## src/rtl/xgmm_upload_engine.sv

```systemverilog
// Upload engine: drains the pattern/attribute FIFOs into pattern/attribute RAM,
// addressing from the interface pointers and yielding to display fetches.
module xgmm_upload_engine #(
   parameter int SETTLE_CYCLES = 2
) (
   input  logic        clk_sys,
   input  logic        rst_n,
   input  logic        p_empty,
   input  logic        a_empty,
   input  logic [15:0] p_data,
   input  logic [15:0] a_data,
   input  logic [11:0] par,
   input  logic [14:0] aar,
   input  logic        vram_busy,
   output logic        p_pop,
   output logic        a_pop,
   output logic [13:0] pat_addr,
   output logic [15:0] pat_wdata,
   output logic        pat_wren,
   output logic [12:0] attr_addr,
   output logic [15:0] attr_wdata,
   output logic        attr_wren,
   output logic        upl_active
);

   localparam int CW = (SETTLE_CYCLES > 1) ? $clog2(SETTLE_CYCLES) : 1;

   typedef enum logic [1:0] {IDLE, P_WR, A_WR, SETTLE} state_t;

   state_t          state_r;
   logic [1:0]      bcnt_r;
   logic            last_src_r;   // 1 = attribute was served last
   logic [CW-1:0]   settle_cnt_r;
   logic            prev_p_pop_r;
   logic            take_p_s;
   logic            take_a_s;
   logic            unused_s;

   // Round-robin only matters when both FIFOs hold data
   assign take_p_s = ~p_empty & (a_empty | last_src_r);
   assign take_a_s = ~a_empty & (p_empty | ~last_src_r);

   // Write and pop share one cycle so the pointer advances with the write
   assign p_pop      = (state_r == P_WR) & ~vram_busy;
   assign a_pop      = (state_r == A_WR) & ~vram_busy;
   assign pat_wren   = p_pop;
   assign attr_wren  = a_pop;
   assign upl_active = (state_r != IDLE);
   assign unused_s   = ^aar[1:0];

   // Transfer FSM, registered address/data and mirrored burst counter
   always_ff @(posedge clk_sys or negedge rst_n) begin
      if (!rst_n) begin
         state_r      <= IDLE;
         bcnt_r       <= 2'd0;
         last_src_r   <= 1'b1;
         settle_cnt_r <= '0;
         prev_p_pop_r <= 1'b0;
         pat_addr     <= 14'd0;
         pat_wdata    <= 16'd0;
         attr_addr    <= 13'd0;
         attr_wdata   <= 16'd0;
      end else begin
         prev_p_pop_r <= p_pop;
         // Must track the interface counter: empty clears it, pop falling edge bumps it
         if (p_empty) begin
            bcnt_r <= 2'd0;
         end else if (prev_p_pop_r & ~p_pop) begin
            bcnt_r <= bcnt_r + 2'd1;
         end else begin
            bcnt_r <= bcnt_r;
         end
         case (state_r)
            IDLE: begin
               if (take_p_s) begin
                  state_r    <= P_WR;
                  last_src_r <= 1'b0;
                  pat_addr   <= {par, bcnt_r};
                  pat_wdata  <= p_data;
               end else if (take_a_s) begin
                  state_r    <= A_WR;
                  last_src_r <= 1'b1;
                  attr_addr  <= aar[14:2];
                  attr_wdata <= a_data;
               end else begin
                  state_r <= IDLE;
               end
            end
            P_WR, A_WR: begin
               if (!vram_busy) begin
                  state_r      <= SETTLE;
                  settle_cnt_r <= CW'(SETTLE_CYCLES - 1);
               end else begin
                  state_r <= state_r;
               end
            end
            SETTLE: begin
               if (settle_cnt_r == '0) begin
                  state_r <= IDLE;
               end else begin
                  settle_cnt_r <= settle_cnt_r - CW'(1);
               end
            end
            default: state_r <= IDLE;
         endcase
      end
   end

endmodule
```

## config.mk

```make
export PLATFORM = sky130hd
export DESIGN_NAME = xgmm_upload_engine
export DESIGN_NICKNAME = d
export VERILOG_FILES = /design/src/rtl/xgmm_upload_engine.sv
export SDC_FILE = /design/constraint.sdc
export NUM_CORES = 1
export LEC_CHECK = 0
export ABC_CLOCK_PERIOD_IN_PS = 1800
export CELL_PAD_IN_SITES_DETAIL_PLACEMENT = 1
export CELL_PAD_IN_SITES_GLOBAL_PLACEMENT = 2
export CORE_ASPECT_RATIO = 1.5
export CORE_MARGIN = 2
export CORE_UTILIZATION = 26
export DETAILED_ROUTE_END_ITERATION = 8
export GPL_ROUTABILITY_DRIVEN = 0
export PLACE_DENSITY = 0.79
export SLEW_MARGIN = 20
export SYNTH_ARGS = -nofsm -noshare
export SYNTH_HDL_FRONTEND = slang
export SYNTH_SLANG_ARGS = --single-unit
export TNS_END_PERCENT = 5
```

## constraint.sdc

```tcl
create_clock -name clk_sys -period 1.8 [get_ports clk_sys]
set_input_delay 0.36 -clock clk_sys [delete_from_list [all_inputs] [get_ports clk_sys]]
set_output_delay 0.36 -clock clk_sys [all_outputs]
set_load 0.01 [all_outputs]
```

==> impl_metrics.toml <==
[status]
status = "completed"

[worst_setup_path]
path_class = "flip-flop to output port"
required_ps = 1440
crit_buf_inv = 3
r2r-end = "attr_wdata[11]$_DFFE_PN0P_"
r2r.worst_path.cells = 6
worstPathCellList = "inv_1 -> ha_2 -> inv_1 -> dlygate4sd2_1"
rr_startpoint = "state_r[0]$_DFFE_PN0P_"
start_kind = "flip-flop"
slowest_delay_ps = 390
r2r_slack_ps = 120
cp-end-kind = "output port"
cp.arrival_ps = 1360
crit_family = "buffers and inverters"
crit_path_max_fanout = 4
critPathSlowestCell = "dfrtp_1"
cpMostUsedCell = "inv_1"

[timing]
period_needed_ps = 1720
fin_crit_sh_pct = 95.7
rsz0062_at_grt = "true"
fmaxAchievable_mhz = 581
final-hold-violation-count = 0
slew_violations = 0
fin_worst_skew_ps = 6.41
max_slew_margin_pct = 75.3
max_slew.worst_pin.slew_ps = 370
setup_viol = 0

[die]
die_w_um = 86.3
dieArea_um2 = 11000
coreArea_um2 = 10000
io_pins = 128
num_rows = 45
start_util_pct = 26.4
die_h_um = 127

[synth]
synth_simple_gate_area_share_pct = 4.50
synth_fa_ha_area_share_pct = 1.89
synth_compound_area_share_pct = 2.18
synth-xor-area-share_pct = 0
synth_mux_area_share_pct = 25.6
seq_area_frac_synth_pct = 62.6
async_reset_ff_share_pct = 100
yosys.area.top_type = "dfrtp_1"
synth_seq_cells = 66
yosysWarnings = 0
ys_dominant_reg_cell = "dfrtp_1"
synth_top_family_by_area = "multiplexers"
postSynthCellCount = 168
synth_cell_types = 25
yosysMostFrequentCell = "dfrtp_1"
syn_area_per_cell_um2 = 15.7
syn_area_um2 = 2640
synth.cells.most_frequent = "65 x dfrtp_1, 60 x mux2_2, 5 x inv_1, 4 x buf_6, 4 x ha_1"
yosysTopAreaCellShare_pct = 61.6
synth_fp_nets = 236
synth.area.top_cells = "dfrtp_1 62%, mux2_2 26%, ha_1 1.9%"
synth_edf_count = 0

[cts]
clock_path_buffers = 2
cts.clk_slew.worst_paths_ps = 50
clock_sinks = 66
cts_inserted_buffers = 9
cts_htree_levels = 3
hold_buffers = 0
insertion_delay_ps = 320
cts_root_buf = "clkbuf_16"
cts_tree = "yes"

[route]
first_iter_violations = 35
wl_per_cell_um = 15.2
via_count = 1888
drtAntennaViolNets = 0
firstDrtPassIters = 3
routed_wl_um = 6530
drc = 0
vias_per_cell = 4.40

[global_route]
grt_overflow = 0
grt_max_degree = 67
grt_util_all_layers_pct = 12.7
grt_pass1_vias = 2125
grt_pass1_wl_um = 10700
antenna_found_initial = 0

[pwr]
p_per_area_nw_per_um2 = 1730
p_total_mw = 7.55
ir_drop_uv = 705
cellLeakagePower_nw = 1.83

[job]
drv_cap = 0

[placement]
port_buffers = 125
placed_cells = 413
dpl.hpwl_um = 4850

[layout]
synthToLayoutAreaGrowth_pct = 65.2
final_nets = 376
antennaDiodeCount = 0
drive_gt1_share_pct = 31.1
num-fill-cells = 1047
instances_no_fill = 429

[hold_path]
hold_class = "primary input to async pin"
cells in the final DEF, fill, tap and decap left out, types with 4 or more instances in the layout:
master and instances:
clkdlybuf4s50_1 119, dfrtp_1 65, mux2_2 60, clkbuf_16 9, buf_4 6, inv_1 5, clkbuf_2 4, buf_12 4
flip-flops by register name, summed over array words and instances (netlist names), 2 cells and up:
| name | cells |
|---|---|
| bcnt_r | 2 |
| attr_wdata | 16 |
| attr_addr | 13 |
| pat_wdata | 16 |
| pat_addr | 14 |
| state_r | 2 |
routing by layer:
metal / GRT usage [%] / vias to the layer above / routed length [um]
li1: - / 861 / -
met3: 4.72 / 8 / 474
met4: 5.24 / 0 / 102
met1: 13.1 / 951 / 2280
met5: 0 / - / 0
met2: 22.8 / 68 / 3670
where the power goes:
part	total, mW	internal (mW)	switching, mW
combinational	3.36	2.14	1.22
sequential	2.60	2.23	0.373
clock	1.58	0.991	0.593
logic make-up after synthesis:
group | Yosys count
buffers and inverters | 12
AO/OA/AOI/OAI | 9
flip-flops | 66
multiplexers | 60
adder cells (fa/ha/maj) | 4
AND/OR/NAND/NOR | 17
what timing repair did:
action                                 4_1_cts  5_1_grt
gates resized for setup                      7       10
setup endpoints to repair                   15       18
buffers inserted                             1        0
endpoints found under the hold margin        0        0
how the worst max path moves through the flow:
stage,start,endpoint,slack [ps],depth (start not counted)
global placement,vram_busy,pat_wren,-130,3
floorplan,state_r[0]$_DFFE_PN0P_,attr_addr[10]$_DFFE_PN0P_,130,7
finish,state_r[0]$_DFFE_PN0P_,upl_active,80,4
global route,state_r[0]$_DFFE_PN0P_,upl_active,-10,4
CTS,state_r[1]$_DFFE_PN0P_,a_pop,-5,4
detailed placement,vram_busy,p_pop,-150,3
per-stage QoR:
step | hold slack, ps | setup TNS [ps] | cell area (um^2) | util, % | setup slack [ps]
2_1_floorplan | 64.4 | 0 | 2640 | - | 128
3_3_place_gp | 416 | -3680 | 4090 | 40.8 | -132
3_5_place_dp | 415 | -4800 | 4090 | 40.8 | -154
4_1_cts | 68.2 | -8.82 | 4370 | 43.6 | -5.08
5_1_grt | 77.7 | -12.9 | 4360 | 43.5 | -12.9
6_report | 52.2 | 0 | 4360 | 43.5 | 78.1
layout make-up:
class	count	area, um^2	share of cell area (%)
clock buffers	12	256	5.88
clock inverters	3	15.0	0.344
flip-flops and latches	66	1650	37.9
inverters	5	18.8	0.430
repair buffers	136	1360	31.2
well taps	117	146	3.36
multi-input cells	90	912	20.9
Power figures use the tool's default switching activity.
